==> config.mk <==
export PLATFORM = sky130hd
export DESIGN_NAME = inst_fetch_unit
export DESIGN_NICKNAME = d
export VERILOG_FILES = /design/src/rtl/inst_fetch_unit.sv
export SDC_FILE = /design/constraint.sdc
export NUM_CORES = 1
export LEC_CHECK = 0
export CORE_MARGIN = 1.5
export CORE_UTILIZATION = 54
export CTS_BUF_LIST = sky130_fd_sc_hd__clkbuf_4 sky130_fd_sc_hd__clkbuf_8
export DETAILED_ROUTE_END_ITERATION = 16
export PLACE_DENSITY = 0.82
export SYNTH_ARGS = -nofsm -noshare
export SYNTH_HDL_FRONTEND = slang
export SYNTH_SLANG_ARGS = --single-unit
export TNS_END_PERCENT = 20
==> constraint.sdc <==
create_clock -name clock -period 3.18 [get_ports clock]
set_input_delay 0.954 -clock clock [delete_from_list [all_inputs] [get_ports clock]]
set_output_delay 0.954 -clock clock [all_outputs]
set_load 0.02 [all_outputs]
==> src/rtl/inst_fetch_unit.sv <==
// Instruction fetch unit: one outstanding memory read at a time feeding a two-entry {instruction, pc} buffer.
// Optional HLT detection and HALT state are built only when FETCH_HALT_DETECT_EN is defined.
module inst_fetch_unit (
    input  logic        clock,
    input  logic        reset,
    output logic        mem_req,
    output logic [15:0] mem_addr,
    input  logic        mem_ack,
    input  logic [15:0] mem_rdata,
    input  logic        PC_load,
    input  logic [15:0] branchTarget,
    input  logic        stall,
    output logic [15:0] COMMAND,
    output logic        cmd_valid,
    output logic [15:0] cmd_pc,
    output logic        halted
);

`ifdef FETCH_HALT_DETECT_EN
    typedef enum logic [1:0] {ST_IDLE = 2'd0, ST_WAIT = 2'd1, ST_DROP = 2'd2, ST_HALT = 2'd3} state_t;

    function automatic logic is_hlt(input logic [15:0] word);
        return (word[15:14] == 2'b11) && (word[7:4] == 4'b1111);
    endfunction
`else
    typedef enum logic [1:0] {ST_IDLE = 2'd0, ST_WAIT = 2'd1, ST_DROP = 2'd2} state_t;
`endif

    state_t      state_r, state_s;
    logic        mem_req_r, mem_req_s;
    logic [15:0] mem_addr_r, mem_addr_s;
    logic [15:0] fetch_pc_r, fetch_pc_s;
    logic        fetch_stop_r, fetch_stop_s;
    logic [1:0]  cnt_r, cnt_s;
    logic        cmd_valid_r, cmd_valid_s;
    logic [15:0] ins0_r, ins0_s, pc0_r, pc0_s;
    logic [15:0] ins1_r, ins1_s, pc1_r, pc1_s;
    logic        in_halt_s, redirect_s, pop_s, push_s, hlt_push_s, space_s;
    logic [15:0] next_addr_s;
`ifdef FETCH_HALT_DETECT_EN
    logic        halted_r, halted_s, hlt_retire_s;
`endif

    // Next-state, buffer and request logic
    always_comb begin
        state_s      = state_r;
        mem_addr_s   = mem_addr_r;
        fetch_pc_s   = fetch_pc_r;
        fetch_stop_s = fetch_stop_r;
        cnt_s        = cnt_r;
        ins0_s       = ins0_r;
        pc0_s        = pc0_r;
        ins1_s       = ins1_r;
        pc1_s        = pc1_r;
        in_halt_s    = 1'b0;
        hlt_push_s   = 1'b0;
        next_addr_s  = mem_addr_r + 16'd1;
`ifdef FETCH_HALT_DETECT_EN
        in_halt_s    = (state_r == ST_HALT);
`endif
        redirect_s   = PC_load && !in_halt_s;
        pop_s        = cmd_valid_r && !stall && !redirect_s && !in_halt_s;
        push_s       = (state_r == ST_WAIT) && mem_ack && !redirect_s;
`ifdef FETCH_HALT_DETECT_EN
        hlt_push_s   = push_s && is_hlt(mem_rdata);
        hlt_retire_s = pop_s && is_hlt(ins0_r);
`endif

        // Unused buffer slots are kept at zero so the head reads 0 when empty
        if (redirect_s) begin
            cnt_s  = 2'd0;
            ins0_s = 16'd0;
            pc0_s  = 16'd0;
            ins1_s = 16'd0;
            pc1_s  = 16'd0;
        end else begin
            case ({push_s, pop_s})
                2'b01: begin
                    ins0_s = ins1_r;
                    pc0_s  = pc1_r;
                    ins1_s = 16'd0;
                    pc1_s  = 16'd0;
                    cnt_s  = cnt_r - 2'd1;
                end
                2'b10: begin
                    if (cnt_r == 2'd0) begin
                        ins0_s = mem_rdata;
                        pc0_s  = mem_addr_r;
                    end else begin
                        ins1_s = mem_rdata;
                        pc1_s  = mem_addr_r;
                    end
                    cnt_s = cnt_r + 2'd1;
                end
                2'b11: begin
                    if (cnt_r == 2'd1) begin
                        ins0_s = mem_rdata;
                        pc0_s  = mem_addr_r;
                    end else begin
                        ins0_s = ins1_r;
                        pc0_s  = pc1_r;
                        ins1_s = mem_rdata;
                        pc1_s  = mem_addr_r;
                    end
                end
                default: begin
                    cnt_s = cnt_r;
                end
            endcase
        end

        if (redirect_s) begin
            fetch_stop_s = 1'b0;
        end else if (hlt_push_s) begin
            fetch_stop_s = 1'b1;
        end else begin
            fetch_stop_s = fetch_stop_r;
        end

        space_s = (cnt_s != 2'd2) && !fetch_stop_s;

        case (state_r)
            ST_IDLE: begin
                if (redirect_s) begin
                    fetch_pc_s = branchTarget;
                    mem_addr_s = branchTarget;
                    state_s    = ST_WAIT;
`ifdef FETCH_HALT_DETECT_EN
                end else if (hlt_retire_s) begin
                    state_s = ST_HALT;
`endif
                end else if (space_s) begin
                    mem_addr_s = fetch_pc_r;
                    state_s    = ST_WAIT;
                end else begin
                    state_s = ST_IDLE;
                end
            end
            ST_WAIT: begin
                if (mem_ack && redirect_s) begin
                    fetch_pc_s = branchTarget;
                    mem_addr_s = branchTarget;
                    state_s    = ST_WAIT;
                end else if (mem_ack) begin
                    fetch_pc_s = next_addr_s;
                    if (space_s) begin
                        mem_addr_s = next_addr_s;
                        state_s    = ST_WAIT;
                    end else begin
                        state_s = ST_IDLE;
                    end
                end else if (redirect_s) begin
                    fetch_pc_s = branchTarget;
                    state_s    = ST_DROP;
                end else begin
                    state_s = ST_WAIT;
                end
            end
            // The in-flight word is discarded; the most recent redirect target is fetched next
            ST_DROP: begin
                if (redirect_s) begin
                    fetch_pc_s = branchTarget;
                end else begin
                    fetch_pc_s = fetch_pc_r;
                end
                if (mem_ack) begin
                    mem_addr_s = redirect_s ? branchTarget : fetch_pc_r;
                    state_s    = ST_WAIT;
                end else begin
                    state_s = ST_DROP;
                end
            end
`ifdef FETCH_HALT_DETECT_EN
            ST_HALT: begin
                state_s = ST_HALT;
            end
`endif
            default: begin
                state_s = ST_IDLE;
            end
        endcase

        mem_req_s   = (state_s == ST_WAIT) || (state_s == ST_DROP);
        cmd_valid_s = (cnt_s != 2'd0);
`ifdef FETCH_HALT_DETECT_EN
        halted_s    = (state_s == ST_HALT);
`endif
    end

    // State and output registers with synchronous reset
    always_ff @(posedge clock) begin
        if (reset) begin
            state_r      <= ST_IDLE;
            mem_req_r    <= 1'b0;
            mem_addr_r   <= 16'd0;
            fetch_pc_r   <= 16'd0;
            fetch_stop_r <= 1'b0;
            cnt_r        <= 2'd0;
            cmd_valid_r  <= 1'b0;
            ins0_r       <= 16'd0;
            pc0_r        <= 16'd0;
            ins1_r       <= 16'd0;
            pc1_r        <= 16'd0;
`ifdef FETCH_HALT_DETECT_EN
            halted_r     <= 1'b0;
`endif
        end else begin
            state_r      <= state_s;
            mem_req_r    <= mem_req_s;
            mem_addr_r   <= mem_addr_s;
            fetch_pc_r   <= fetch_pc_s;
            fetch_stop_r <= fetch_stop_s;
            cnt_r        <= cnt_s;
            cmd_valid_r  <= cmd_valid_s;
            ins0_r       <= ins0_s;
            pc0_r        <= pc0_s;
            ins1_r       <= ins1_s;
            pc1_r        <= pc1_s;
`ifdef FETCH_HALT_DETECT_EN
            halted_r     <= halted_s;
`endif
        end
    end

    assign mem_req   = mem_req_r;
    assign mem_addr  = mem_addr_r;
    assign cmd_valid = cmd_valid_r;
    assign COMMAND   = ins0_r;
    assign cmd_pc    = pc0_r;
`ifdef FETCH_HALT_DETECT_EN
    assign halted    = halted_r;
`else
    assign halted    = 1'b0;
`endif

endmodule

Word level (Yosys, flattened, before mapping) --
Cells that the tools add are included.
Storage, ports and cells: bits in latches 0, memory bits (writable) 0, register bits 103, logic and storage cells 84, bits in read-only memories 0, memories kept 0
Cells by class: order comparisons 0, equal/unequal tests 16, $mul 0, add/sub/neg operators 3, bitwise gates (word level) 0, muxes and demuxes 33, shifts and indexed selects 0, div/mod/pow operators 0, reduce and logical (&&, ||, !) cells 21
Operator list (number):
- 16-bit 2-to-1 mux | 17
- 16-bit one-hot mux with 3 select lines | 5
- 16-bit one-hot mux with 2 select lines | 1
- 16-bit by 1-bit adder with 16-bit output, second input constant | 1
- 2-bit 2-to-1 mux | 5
- 2-bit inequality test, second input constant | 5
- 2-bit by 1-bit equality test with 1-bit output, second input constant | 4
- 2-bit equality test, second input constant | 4
- 1-bit logical AND | 6
- 3-bit by 2-bit inequality test with 1-bit output, second input constant | 2
- 2-bit one-hot mux with 3 select lines | 1
- 3-bit nonzero test | 2
- 5-bit AND reduction | 1
- 2-bit logical NOT | 2
- 2-bit one-hot mux with 2 select lines | 1
- 2-bit nonzero test | 2
- 2-bit OR reduction | 2
- 1-bit logical NOT | 3
- 1-bit 2-to-1 mux | 3
- 3-bit inequality test, second input constant | 1
- 3-bit AND reduction | 1
- 2-bit by 1-bit adder with 2-bit output, second input constant | 1
- 2-bit AND reduction | 1
- 2-bit by 1-bit subtractor with 2-bit output, second input constant | 1
- 1-bit logical OR | 1

Depth between registers and ports, before layout --
depth after elaboration 14, gate-level depth with buffers 9, gate-level depth less buffers 8

Least setup slack after synthesis --
OpenSTA, ideal clock, no wires.
path kind input to register, start in mem_ack, end reg mem_addr_r[13], in the netlist mem_addr[13], path buffers 3, setup slack 693 ps, arrival 2354 ps, setup time 133 ps, cell stages on the path 9, data required time 3047 ps, cell sequence buf_2 -> and4bb_1 -> buf_4 -> mux2i_1 -> a41oi_2 -> o21a_1 -> buf_2 -> o21ai_0 -> o31ai_1
Between the ends: cells in the longest elaborated chain, start to end 9, elaborated cells between the ends (all ways) 16, classes of those cells eq/ne (7); mux (4); reduce/logical (5)
RTL lines:
- start: declaration | RTL line 8 | input logic mem_ack,
- 1-bit logical AND (2 in a row) | RTL line 63 | push_s = (state_r == ST_WAIT) && mem_ack && !redirect_s;
- 2-bit equality test or 2-bit by 1-bit equality test with 1-bit output (tied branches) | RTL line 77 | case ({push_s, pop_s})
- 2-bit one-hot mux with 2 select lines | RTL line 77
- 2-bit 2-to-1 mux | RTL line 70 | if (redirect_s) begin
- 2-bit inequality test | RTL line 120 | space_s = (cnt_s != 2'd2) && !fetch_stop_s;
- 1-bit logical AND | RTL line 120
- 3-bit by 2-bit inequality test with 1-bit output (no line) or 3-bit inequality test (tied branches)
- 5-bit AND reduction (no line)
- end signal: assignment | RTL line 210 | mem_addr_r <= mem_addr_s;
- end: declaration | RTL line 31 | logic [15:0] mem_addr_r, mem_addr_s;
Several ways; a longest one is shown, not always the timed one. A chain may end at the register's enable or synchronous reset.

Worst setup path after layout --
start in PC_load, end reg mem_addr_r[15], in the netlist mem_addr[15]
Between the ends: cells in the longest elaborated chain, start to end 9, elaborated cells between the ends (all ways) 21, classes of those cells eq/ne (6); mux (8); reduce/logical (7)
RTL lines:
- start: declaration | RTL line 10 | input logic PC_load,
- 1-bit logical NOT | RTL line 62, 63
- 1-bit logical AND, on equally long branches | RTL line 62, 63
- 2-bit equality test or 2-bit by 1-bit equality test with 1-bit output (tied branches) | RTL line 77
- 2-bit one-hot mux with 2 select lines | RTL line 77
- 2-bit 2-to-1 mux | RTL line 70
- 2-bit inequality test | RTL line 120
- 1-bit logical AND | RTL line 120
- 3-bit by 2-bit inequality test with 1-bit output (no line) or 3-bit inequality test (tied branches)
- 5-bit AND reduction (no line)
Several ways; a longest one is shown, not always the timed one. The select of a mux whose other input is x is not followed.

==> impl_metrics.json <==
{
  "cts-root-buf": "clkbuf_8",
  "antenna_found_initial": 0,
  "p_seq_frac": 0.510,
  "share_clk_of_total_power": 0.301,
  "io_pins": 88,
  "drt-total-wl_um": 13000,
  "pin_count_of_the_biggest_net_entering_global_routing": 38,
  "vdd.ir_drop.worst_mv": 0.222,
  "insertedDiodeCount": 0,
  "floorplan.core_area_mm2": 0.00872,
  "pwr-share-comb": 0.189,
  "die_height_um": 98.0,
  "setup_repair_after_global_routing_missed_its_margin": "no",
  "worst_hold_path_type": "flop to flop",
  "drt_first_iter_violations": 365,
  "synthToLayoutAreaGrowth_pct": 25.1,
  "num-nets-final": 678,
  "post-route-cell-area_mm2": 0.00610,
  "layout_worst_path_cycle_share": 0.876,
  "route.vias.total": 4581,
  "critPathMaxFanout": 11,
  "synthArstFlopShare": 0,
  "cap_violations": 0,
  "worst_ep_arrival_ps": 3080,
  "hp-start": "fetch_stop_r",
  "synth_edf_count": 0,
  "drv_slew": 0,
  "synth_sequential_area_ratio": 0.423,
  "clkSinkCount": 103,
  "outcome": "finished, final reports clean",
  "synthesis.area_mm2": 0.00488,
  "h-tree-depth": 3,
  "worst_setup_startpoint": "PC_load",
  "drt_pass1_iterations": 6,
  "layout.core_utilization": 0.700,
  "final_layout_size_suffix_gt1_frac": 0.0840,
  "drc": 0,
  "worstReg2RegStart": "cnt_r[0]",
  "switching_share": 0.297,
  "synthCells": 569,
  "power.static_leakage_nw": 2.02,
  "place_congestion": 0.895,
  "yosys_most_used_dff": "dfxtp_1",
  "final-setup-viol-count": 0,
  "synth.net_count": 609,
  "number_of_flip_flops_and_latches_in_the_synthesized_netlist": 103,
  "first_global_vias": 4132,
  "port_buffer_count": 86,
  "cts_tree": "built",
  "criticalPathCategory": "input port to flop",
  "aggregate_global_route_resource_usage": 0.266,
  "cts_setup_buffers": 0,
  "ys_types": 55,
  "yosys_warnings": 0,
  "critPathLaunchType": "input port",
  "hold_violations": 0,
  "syn-mean-instance-area_um2": 8.57,
  "worst_hold_slack_ps": 466,
  "fin_skew_ps": 12.2,
  "cts-root-to-sink-buffers": 2,
  "grt_pass1_wl_um": 20800,
  "overflow": 0,
  "worstMarginPinSlew_ps": 534,
  "ant_nets": 0,
  "end_kind": "flop",
  "die_width_um": 98.0,
  "timing.slew.headroom": 0.642,
  "post_cts.resized_instances": 0,
  "clkLatencyLatePin_ps": 370,
  "post_cts_hold_buffer_count": 0,
  "total_power_mw": 2.80,
  "clock_pin_slew_on_the_worst_setup_and_hold_paths_ps": 100,
  "tritoncts.num_buffers": 9,
  "fin_setup_tns_ps": 0,
  "period_minus_slack_ps": 2790,
  "die_area_mm2": 0.00961,
  "vias_per_cell": 6.10,
  "post-dp-hpwl_um": 9190,
  "start_util": 0.559,
  "mostFrequentLayoutCell": "dfxtp_1",
  "maxClockFrequency_mhz": 359,
  "post_drt_wl_per_cell_um": 17.3,
  "power.density_mw_per_mm2": 458,
  "total_switching_power_mw": 0.831,
  "mostFrequentLayoutCells": "dfxtp_1, nor2_1, clkdlybuf4s50_1, a211oi_1, mux2i_1",
  "placed_cell_area_mm2": 0.00590,
  "power.internal_mw": 1.96,
  "num-fill-cells": 681,
  "floorplan.rows": 34,
  "worst_ep_required_time_ps": 3480
}
## routing by layer
layer | track usage | up-vias | share of wire
met3 | 0.0422 | 27 | 0.075
li1 | - | 2216 | -
met5 | 0 | - | 0
met4 | 0.0835 | 0 | 0.020
met1 | 0.355 | 2155 | 0.44
met2 | 0.443 | 183 | 0.47
## cell families (layout without fill, tap and decap cells)
kind of cell,after synthesis,in the layout,share of synthesized area
adders and majority gates,3,3,0.00770
buffers and inverters,61,135,0.0546
other,1,1,0.000769
xor gates and xnor gates,14,14,0.0251
AOI/OAI and AO/OA,166,166,0.241
muxes,37,37,0.0762
DFF,103,103,0.423
and+or+nand+nor,184,184,0.172
## layout make-up
cell class | count | area (um2) | share of cell area
flip-flops and latches | 103 | 2060 | 0.338
clock inverters | 6 | 68.8 | 0.0113
clock buffers | 10 | 131 | 0.0215
inverters | 10 | 37.5 | 0.00615
well taps | 108 | 135 | 0.0221
multi-input cells | 405 | 2570 | 0.421
repair buffers | 109 | 1100 | 0.180
## worst max-delay path: stages
cell and delay (ps):
clkdlybuf4s50_1 450, and4bb_1 350, buf_4 180, nand4_1 120, a41oi_2 270, o21a_1 380, o21ai_0 210, a21oi_1 160
## synth_stat cells, drive strengths merged (2+ instances only)
library cell / n / area share
dfxtp: 103 / 0.42
o32a: 2 / 0.0041
nand3: 14 / 0.014
a2111oi: 2 / 0.0036
inv: 10 / 0.0077
xor2: 6 / 0.011
o221ai: 3 / 0.0054
clkbuf: 32 / 0.025
ha: 3 / 0.0077
buf: 19 / 0.022
nand2: 33 / 0.025
nor4bb: 2 / 0.0041
a21oi: 24 / 0.025
nand4: 6 / 0.0077
nand2b: 5 / 0.0064
and3: 7 / 0.0090
a311oi: 5 / 0.0090
o21ai: 23 / 0.024
or2: 4 / 0.0051
and2: 2 / 0.0026
a32oi: 2 / 0.0036
a22o: 3 / 0.0054
nor2: 95 / 0.074
mux2i: 36 / 0.074
nor3: 8 / 0.010
o32ai: 3 / 0.0069
xnor2: 8 / 0.014
a211oi: 46 / 0.071
o211ai: 3 / 0.0046
a31oi: 2 / 0.0026
nor2b: 3 / 0.0038
a22oi: 32 / 0.049
o22ai: 8 / 0.010
a221oi: 2 / 0.0049
## path summary, 6_finish.rpt
path,endpoint,slack [ps],cells past startpoint
worst max-delay path,mem_addr[15],390,8
worst min-delay path,fetch_stop_r,470,2
worst max register to register,mem_addr[15],720,8
worst min register to register,fetch_stop_r,470,2
## through the flow
step                setup WS (ps)  instances
finish                        395        751
global route                  229        751
CTS                           429        751
detailed placement            105        735
global placement              201        735
floorplan                     693        569
## flip-flops by register name, summed over array words and instances (netlist names), 2 cells and up
name,flops
COMMAND,16
cnt_r,2
cmd_pc,16
mem_addr,16
ins1_r,16
pc1_r,16
fetch_pc_r,16
state_r,2
## power by group through the flow
stage          Clock [mW]  Sequential [mW]  Combinational, mW
2_1_floorplan           0             1.46              0.285
3_3_place_gp            0             1.45              0.508
3_5_place_dp            0             1.45              0.520
4_1_cts             0.848             1.42              0.523
5_1_grt             0.902             1.43              0.565
6_report            0.841             1.43              0.529
Note: power is estimated with default switching activity, not from simulation.
